### src/rtl/key_cmd_pkg.sv
// Shared keycodes and controller state for the key-to-move-command path.
// The game logic imports the same keycode constants.
package key_cmd_pkg;

   localparam logic [7:0] KEY_NONE  = 8'h00;
   localparam logic [7:0] KEY_LEFT  = 8'h04;
   localparam logic [7:0] KEY_RIGHT = 8'h07;
   localparam logic [7:0] KEY_DROP  = 8'h16;
   localparam logic [7:0] KEY_ROT   = 8'h1A;

   typedef enum logic [1:0] {
      StIdle,
      StDas,
      StRepeat,
      StHold
   } key_state_e;

   // Maps any keycode the game does not use onto KEY_NONE.
   function automatic logic [7:0] key_filter(input logic [7:0] code);
      logic [7:0] res;
      case (code)
         KEY_LEFT, KEY_RIGHT, KEY_DROP, KEY_ROT: res = code;
         default:                                res = KEY_NONE;
      endcase
      return res;
   endfunction

endpackage

### src/rtl/key_repeat_ctrl.sv
// Turns a held USB keycode into discrete move commands with DAS/ARR auto-repeat,
// presented one at a time through a valid/ack handshake.
module key_repeat_ctrl
   import key_cmd_pkg::*;
#(
   parameter int unsigned DAS_FRAMES = 10,
   parameter int unsigned ARR_FRAMES = 3
) (
   input  logic       frame_clk,
   input  logic       Reset,
   input  logic [7:0] keycode,
   input  logic       cmd_ack,
   output logic       cmd_valid,
   output logic [7:0] cmd_keycode
);

   localparam logic [7:0] DasLast = 8'(DAS_FRAMES - 1);
   localparam logic [7:0] ArrLast = 8'(ARR_FRAMES - 1);

   key_state_e state_q, state_d;
   logic [7:0] cnt_q, cnt_d;
   logic [7:0] key_prev_q, key_prev_d;
   logic       cmd_valid_q, cmd_valid_d;
   logic [7:0] cmd_keycode_q, cmd_keycode_d;

   logic [7:0] key_cur;
   logic       press;
   logic       rpt;

   always_comb begin
      key_cur       = key_filter(keycode);
      state_d       = state_q;
      cnt_d         = cnt_q;
      key_prev_d    = key_cur;
      press         = 1'b0;
      rpt           = 1'b0;
      cmd_valid_d   = cmd_valid_q;
      cmd_keycode_d = cmd_keycode_q;

      if (key_cur == KEY_NONE) begin
         state_d = StIdle;
         cnt_d   = 8'd0;
      end else if (key_cur != key_prev_q) begin
         press = 1'b1;
         cnt_d = 8'd0;
         case (key_cur)
            KEY_LEFT, KEY_RIGHT: state_d = StDas;
            KEY_DROP:            state_d = StRepeat;
            default:             state_d = StHold;
         endcase
      end else begin
         unique case (state_q)
            StDas: begin
               if (cnt_q == DasLast) begin
                  rpt     = 1'b1;
                  cnt_d   = 8'd0;
                  state_d = StRepeat;
               end else begin
                  cnt_d = cnt_q + 8'd1;
               end
            end
            StRepeat: begin
               if (cnt_q == ArrLast) begin
                  rpt   = 1'b1;
                  cnt_d = 8'd0;
               end else begin
                  cnt_d = cnt_q + 8'd1;
               end
            end
            StIdle, StHold: ;
         endcase
      end

      // A press always overwrites; a repeat only lands if the slot is free or being freed.
      if (press || (rpt && (!cmd_valid_q || cmd_ack))) begin
         cmd_valid_d   = 1'b1;
         cmd_keycode_d = key_cur;
      end else if (cmd_ack) begin
         cmd_valid_d = 1'b0;
      end
   end

   always_ff @(posedge frame_clk) begin
      if (Reset) begin
         state_q       <= StIdle;
         cnt_q         <= 8'd0;
         key_prev_q    <= KEY_NONE;
         cmd_valid_q   <= 1'b0;
         cmd_keycode_q <= KEY_NONE;
      end else begin
         state_q       <= state_d;
         cnt_q         <= cnt_d;
         key_prev_q    <= key_prev_d;
         cmd_valid_q   <= cmd_valid_d;
         cmd_keycode_q <= cmd_keycode_d;
      end
   end

   assign cmd_valid   = cmd_valid_q;
   assign cmd_keycode = cmd_keycode_q;

endmodule

### config.mk
export PLATFORM = sky130hd
export DESIGN_NAME = key_repeat_ctrl
export DESIGN_NICKNAME = d
export VERILOG_FILES = /design/src/rtl/key_cmd_pkg.sv /design/src/rtl/key_repeat_ctrl.sv
export SDC_FILE = /design/constraint.sdc
export NUM_CORES = 1
export LEC_CHECK = 0
export CAP_MARGIN = 20
export CELL_PAD_IN_SITES_DETAIL_PLACEMENT = 1
export CELL_PAD_IN_SITES_GLOBAL_PLACEMENT = 2
export CORE_MARGIN = 1
export CORE_UTILIZATION = 32
export DETAILED_ROUTE_END_ITERATION = 12
export GPL_TIMING_DRIVEN = 0
export PLACE_DENSITY_LB_ADDON = 0.1
export SLEW_MARGIN = 20
export SYNTH_ARGS = -nofsm -noshare
export SYNTH_HDL_FRONTEND = slang
export SYNTH_SLANG_ARGS = --single-unit
### constraint.sdc
create_clock -name frame_clk -period 3.6 [get_ports frame_clk]
set_input_delay 1.08 -clock frame_clk [delete_from_list [all_inputs] [get_ports frame_clk]]
set_output_delay 1.08 -clock frame_clk [all_outputs]
set_load 0.01 [all_outputs]
==> Flow_metrics.wiki, run 1 <==
{| class="wikitable"
! Metric !! Value
|-
| Last weighted congestion value of the routability-driven placer || 0.727
|-
| Number of antenna violations at the first check in global routing || 0
|-
| Total power of the final layout || 0.530 mW
|-
| DR iter-0 viols || between 70 and 80
|-
| Power share of the combinational group || 0.090
|-
| Proportion of power drawn by flip-flops and latches || 0.570
|-
| Synth Area per Inst || just under 9 um^2
|-
| Critical path origin || keycode[5]
|-
| Standby leakage power || 0.610 nW
|-
| Required time of the critical path || 3780 ps
|-
| Die area || 4650 um^2
|-
| CTS root buffer || sky130_fd_sc_hd__clkbuf_8
|-
| Net Sw Power || about 0.13 mW
|-
| Critical register-to-register path startpoint || key_prev_q[2]
|-
| Total of hold buffers inserted after clock tree synthesis || 0
|-
| Clock tree sinks || 27
|-
| Relative max-transition margin || 0.554
|-
| Insertion delay of the later-clocked pin in the worst-skew pair || approximately 270 ps
|-
| Initial cell density of the core || 0.341
|-
| Number of warnings reported in the yosys synthesis log || 0
|-
| Critical Path, Cell by Cell || clkdlybuf4s50_1, or3_4, or4_1, o2bb2ai_1, o311a_4, or3_1, a32o_1
|-
| Period utilisation layout || 0.957
|-
| Routed wire length per instance || 15.4 um
|-
| Global-route total usage across every layer || 0.175
|-
| Final design utilization || 0.414
|-
| CTS H-tree lvls || 1
|-
| Startpoint of the lowest-slack hold path || cmd_keycode[2]
|-
| Final hold vios || 0
|-
| Relative contribution of the clock network to total power || 0.340
|-
| Final ANT Viol Nets || 0
|-
| Worst Path Max Fanout || 5
|-
| Max rail drop VDD || 0.159 mV
|-
| Number of port buffers || 17
|-
| Number of global-route vias before repair || 1312
|-
| Clock edge transition at the registers on the reported setup and hold paths || 100 ps
|-
| Async set or reset register ratio after synthesis || 0
|-
| # rows || 23
|-
| Wire length of the first global-routing pass || around 6100 um
|-
| Minimum period implied by the final worst setup slack || about 3400 ps
|-
| Count of cell types in the netlist || 42
|-
| Max stage delay cell, worst path || sky130_fd_sc_hd__or4_1
|-
| Flip-flop and latch count after synthesis || 27
|-
| Setup crit start kind || input pin
|-
| Die X-Extent || 68.2 um
|-
| Total power divided by cell area || 311 nW/um^2
|-
| Achievable Freq || 290 MHz
|-
| Most used cells in the layout excluding fill and tap cells || sky130_fd_sc_hd__dfxtp_1 (27), sky130_fd_sc_hd__clkdlybuf4s50_1 (17), sky130_fd_sc_hd__nor2_1 (15)
|-
| Share of final-layout standard cells stronger than drive strength 1 || 0.0656
|-
| Critical path class || in -> reg
|-
| Total wire length after detailed routing || 3580 um
|-
| CP Capture Type || register
|-
| Number of DRC violations after detailed routing || 0
|-
| Maximum number of pins on one net before global-route repair || 17
|-
| Most instantiated flip-flop cell in the synthesis netlist || sky130_fd_sc_hd__dfxtp_1
|-
| Proportion of total power due to net switching || 0.245
|-
| Unrepaired setup endpoints after global routing || false
|-
| Number of enable-type register cells in the synthesized netlist || 0
|-
| Die Height || 68.2 um
|-
| Worst-Margin Slew || 662 ps
|-
| Routed via count || 1230
|-
| Half-perimeter wire length after detailed placement || roughly 2800 um
|-
| Path class of the lowest-slack min-delay path || reg -> reg
|-
| TritonCTS clock tree || done
|-
| Reported max-cap violation count || 0
|-
| Instance count of the mapped netlist || 159
|-
| Status || complete, no violations
|-
| Maximum buffer depth of the clock tree || 2
|-
| Antenna diodes || 0
|-
| Top Ports || 20
|-
| Total global routing overflow || 0
|-
| Layout Skew || 2.29 ps
|-
| Area overhead of the layout relative to synthesis || 21.5%
|-
| Internal power || 0.400 mW
|-
| Final Net Count || 200
|-
| Core ar. || 4120 um^2
|-
| Max Slew Vio Count || 0
|-
| Average via count per standard cell || ~5.3
|-
| Inserted Clock Buffers || 3
|-
| Part of the Yosys area used for sequential elements || 0.385
|-
| Most common library cell in the layout ignoring fill and taps || sky130_fd_sc_hd__dfxtp_1
|-
| Final number of setup-violating endpoints || 0
|-
| CP max stage delay || 490 ps
|-
| Post-synthesis cell area || 1400 um^2
|-
| DR pass1 iterations || 4
|-
| Arrival time worst endpoint || between 3000 and 4000 ps
|}
-- Yosys cell counts, types with 2 or more instances --
master / number / area share
sky130_fd_sc_hd__o21ai_0: 4 / 0.014
sky130_fd_sc_hd__nor2_1: 15 / 0.040
sky130_fd_sc_hd__nand2_1: 12 / 0.032
sky130_fd_sc_hd__and4_1: 2 / 0.012
sky130_fd_sc_hd__a211oi_1: 3 / 0.016
sky130_fd_sc_hd__nand4_1: 4 / 0.018
sky130_fd_sc_hd__mux2i_1: 3 / 0.021
sky130_fd_sc_hd__clkbuf_1: 4 / 0.011
sky130_fd_sc_hd__a32o_1: 3 / 0.021
sky130_fd_sc_hd__nor3_1: 6 / 0.021
sky130_fd_sc_hd__a21oi_1: 6 / 0.021
sky130_fd_sc_hd__nand3_1: 5 / 0.018
sky130_fd_sc_hd__nor2b_1: 7 / 0.031
sky130_fd_sc_hd__dfxtp_1: 27 / 0.39
sky130_fd_sc_hd__and3b_1: 3 / 0.019
sky130_fd_sc_hd__ha_1: 5 / 0.045
sky130_fd_sc_hd__xor2_1: 7 / 0.044
sky130_fd_sc_hd__nand2b_1: 5 / 0.022
sky130_fd_sc_hd__nor4b_1: 2 / 0.012
sky130_fd_sc_hd__and3_1: 6 / 0.027
sky130_fd_sc_hd__or2_2: 3 / 0.013
sky130_fd_sc_hd__inv_1: 7 / 0.019
-- worst paths after layout --
kind / to / slack, ps / cells past startpoint
setup / recovery: cmd_keycode[3] / 160 / 7
hold / removal: cmd_keycode[2] / 470 / 2
hold reg to reg: cmd_keycode[2] / 470 / 2
setup reg to reg: cmd_keycode[3] / 1380 / 6
-- area by class of cell --
type                    count  area [um^2]
repair buffers             18          178
inverters                   7         26.3
flip-flops and latches     27          541
clock inverters             1         7.51
fillers                   489         2410
well taps                  50         62.6
multi-input cells         123          833
clock buffers               3         41.3
plain buffers               4         15.0
-- metal layers --
metal  wire (um)  vias to the layer above  track usage
li1            -                      617            -
met4          25                        0       0.0677
met3          83                        2       0.0283
met5           0                        -            0
met2        1580                       17        0.266
met1        1900                      594        0.245
-- registers in the layout, summed over array words and instances, names as in the netlist --
name	flops
cmd_keycode	8
cnt_q	8
key_prev_q	8
state_q	2
cmd_valid	1
-- critical path: cells and delay by family --
kind | cells | cell delay [ps]
and+or+nand+nor | 3 | 1330
AOI/OAI and AO/OA | 3 | 760
buffers and inverters | 1 | 450
-- kinds of logic (layout without fill, tap and decap cells) --
kind of cell             count (synthesis)  in the layout  synth area share
AO/OA/AOI/OAI                           27             27             0.161
adder cells (fa/ha/maj)                  5              5            0.0446
other                                    1              3           0.00267
flip-flops                              27             27             0.385
buffers and inverters                   11             33            0.0294
AND/OR/NAND/NOR                         77             77             0.306
multiplexers                             3              3            0.0214
XOR/XNOR                                 8              8            0.0500
-- power groups by stage --
| stage | sequential, mW | clock (mW) | combinational [mW] |
|---|---|---|---|
| final | 0.302 | 0.180 | 0.0475 |
| after global routing | 0.303 | 0.198 | 0.0525 |
| after CTS | 0.302 | 0.185 | 0.0468 |
| after detailed placement | 0.309 | 0 | 0.0464 |
| after global placement | 0.309 | 0 | 0.0449 |
| after floorplan | 0.309 | 0 | 0.0260 |
-- metrics by stage --
step                std cells  hold slack (ps)  TNS (ps)  setup WS, ps  cell area, um^2
finish                    233              474         0           155             1700
detailed placement        228              462     -2940          -282             1640
global route              233              504         0           110             1700
global placement          228              447     -1700          -224             1640
floorplan                 161              479         0           476             1410
CTS                       232              475         0          14.0             1690
-- timing repair --
item,CTS,global route
gates resized for setup,0,1
buffers inserted,0,1
setup endpoints to repair,0,11
Note: power is estimated with default switching activity, not from simulation.
==> run 2, diff against run 1 <==
- PLACE_DENSITY_LB_ADDON: 0.1 -> 0.2
==> Flow_metrics.wiki, run 2 (synthesis results as in run 1) <==
{| class="wikitable"
! Metric !! Value
|-
| Reported max-cap violation count || 0
|-
| CP Capture Type || register
|-
| Last weighted congestion value of the routability-driven placer || 0.801
|-
| Final ANT Viol Nets || 0
|-
| CTS H-tree lvls || 1
|-
| Worst Setup Slack, final || 199 ps
|-
| Area overhead of the layout relative to synthesis || 21.3%
|-
| Final number of setup-violating endpoints || 0
|-
| Required time of the critical path || 3770 ps
|-
| Average via count per standard cell || 5.48
|-
| Top Ports || 20
|-
| Routed via count || 1277
|-
| CP max stage delay || 470 ps
|-
| Number of port buffers || 17
|-
| Half-perimeter wire length after detailed placement || between 2000 and 3000 um
|-
| Max Slew Vio Count || 0
|-
| Arrival time worst endpoint || 3570 ps
|-
| DR iter-0 viols || 52
|-
| Final design utilization || 0.414
|-
| Worst-Margin Slew || 700 ps
|-
| WP buf/inv || 1
|-
| Number of antenna violations at the first check in global routing || 0
|-
| Status || complete, no violations
|-
| TritonCTS clock tree || done
|-
| Final Net Count || 200
|-
| Inserted Clock Buffers || 3
|-
| Wire length of the first global-routing pass || 5920 um
|-
| Family of cells with the greatest summed delay on the critical path || simple AND/OR/NAND/NOR gates
|-
| Critical path class || in -> reg
|-
| Achievable Freq || 294 MHz
|-
| Number of global-route vias before repair || 1270
|-
| Unrepaired setup endpoints after global routing || false
|-
| DR pass1 iterations || 4
|-
| Initial cell density of the core || 0.341
|-
| Sum of negative setup slack || 0 ps
|-
| Maximum buffer depth of the clock tree || 2
|-
| Period utilisation layout || 0.945
|-
| Total power divided by cell area || 308 nW/um^2
|-
| Core ar. || 4120 um^2
|-
| Clock edge transition at the registers on the reported setup and hold paths || 90 ps
|-
| Share of final-layout standard cells stronger than drive strength 1 || 0.0656
|-
| CTS root buffer || sky130_fd_sc_hd__clkbuf_8
|-
| Maximum number of pins on one net before global-route repair || 16
|-
| Number of DRC violations after detailed routing || 0
|-
| Die X-Extent || 68.2 um
|-
| Total global routing overflow || 0
|-
| Clock tree sinks || 27
|-
| Insertion delay of the later-clocked pin in the worst-skew pair || 270 ps
|-
| Worst setup slack after placement || -323 ps
|-
| Max rail drop VDD || 0.276 mV
|-
| Global-route total usage across every layer || 0.173
|-
| Die Height || 68.2 um
|-
| Most used cells in the layout excluding fill and tap cells || sky130_fd_sc_hd__dfxtp_1 (27), sky130_fd_sc_hd__clkdlybuf4s50_1 (17), sky130_fd_sc_hd__nor2_1 (15)
|-
| Routed wire length per instance || 15.4 um
|-
| Worst Hold Margin || approximately 470 ps
|-
| Worst Path Max Fanout || 5
|-
| Most common library cell in the layout ignoring fill and taps || sky130_fd_sc_hd__dfxtp_1
|-
| Layout Skew || 1.18 ps
|-
| Setup crit start kind || input pin
|-
| Critical Path, Cell by Cell || clkdlybuf4s50_1, or3_4, or4_1, o2bb2ai_1, o311a_4, or3_1, a32o_1
|-
| Path class of the lowest-slack min-delay path || reg -> reg
|-
| Final hold vios || 0
|-
| Antenna diodes || 0
|-
| Minimum period implied by the final worst setup slack || 3400 ps
|-
| Standby leakage power || 0.614 nW
|-
| Total wire length after detailed routing || 3580 um
|-
| Relative max-transition margin || 0.528
|-
| Max stage delay cell, worst path || sky130_fd_sc_hd__or4_1
|-
| Die area || 4650 um^2
|-
| # rows || 23
|}
[run 2: changes by cell type in the layout (fill, tap and decap cells not counted)]
cell	delta
sky130_fd_sc_hd__clkinv_2	+1
sky130_fd_sc_hd__clkinvlp_4	-1
[run 2: path summary, 6_finish.rpt]
check	slack, ps	cells after the start	from	endpoint
worst max register to register	1410	6	key_prev_q[2]	cmd_keycode[3]
worst min-delay path	470	2	cmd_keycode[1]	cmd_keycode[1]
worst min register to register	470	2	cmd_keycode[1]	cmd_keycode[1]
worst max-delay path	200	7	keycode[5]	cmd_keycode[3]
[run 2: layout make-up]
type                    instances  area, um^2
fillers                       502        2410
plain buffers                   4        15.0
flip-flops and latches         27         541
repair buffers                 18         178
multi-input cells             123         833
well taps                      50        62.6
inverters                       7        26.3
clock inverters                 1        5.00
clock buffers                   3        41.3
[run 2: through the flow]
step	total power, mW	instances	cell area, um^2
2_1_floorplan	0.335	161	1410
3_3_place_gp	0.354	228	1640
3_5_place_dp	0.356	228	1640
4_1_cts	0.530	232	1690
5_1_grt	0.544	233	1700
6_report	0.524	233	1700
[run 2: per-layer routing]
metal | vias to the layer above | global-route usage | wire length, um
met3 | 7 | 0.0200 | 65
li1 | 620 | - | -
met1 | 632 | 0.240 | 1780
met4 | 0 | 0.0807 | 66
met5 | - | 0 | 0
met2 | 18 | 0.265 | 1670
[run 2: tightest hold or removal path, cell delays in order, from the launching register on]
cell and delay [ps]:
sky130_fd_sc_hd__dfxtp_1 330, sky130_fd_sc_hd__nand2_1 50, sky130_fd_sc_hd__mux2i_1 50
[run 2: timing repair]
action / 4_1_cts / 5_1_grt
resized for setup: 1 / 0
setup buffers: 0 / 1
setup endpoints to repair: 2 / 8
pin swaps: 0 / 1
hold endpoints to repair: 0 / 0
hold buffers: 0 / 0
[run 2: where the power goes]
part | leakage (nW) | total (mW) | switching [mW] | internal (mW)
registers | 0.219 | 0.302 | 0.000986 | 0.301
clock network | 0.0255 | 0.174 | 0.0963 | 0.0777
logic | 0.370 | 0.0477 | 0.0270 | 0.0206
total | 0.614 | 0.524 | 0.124 | 0.399
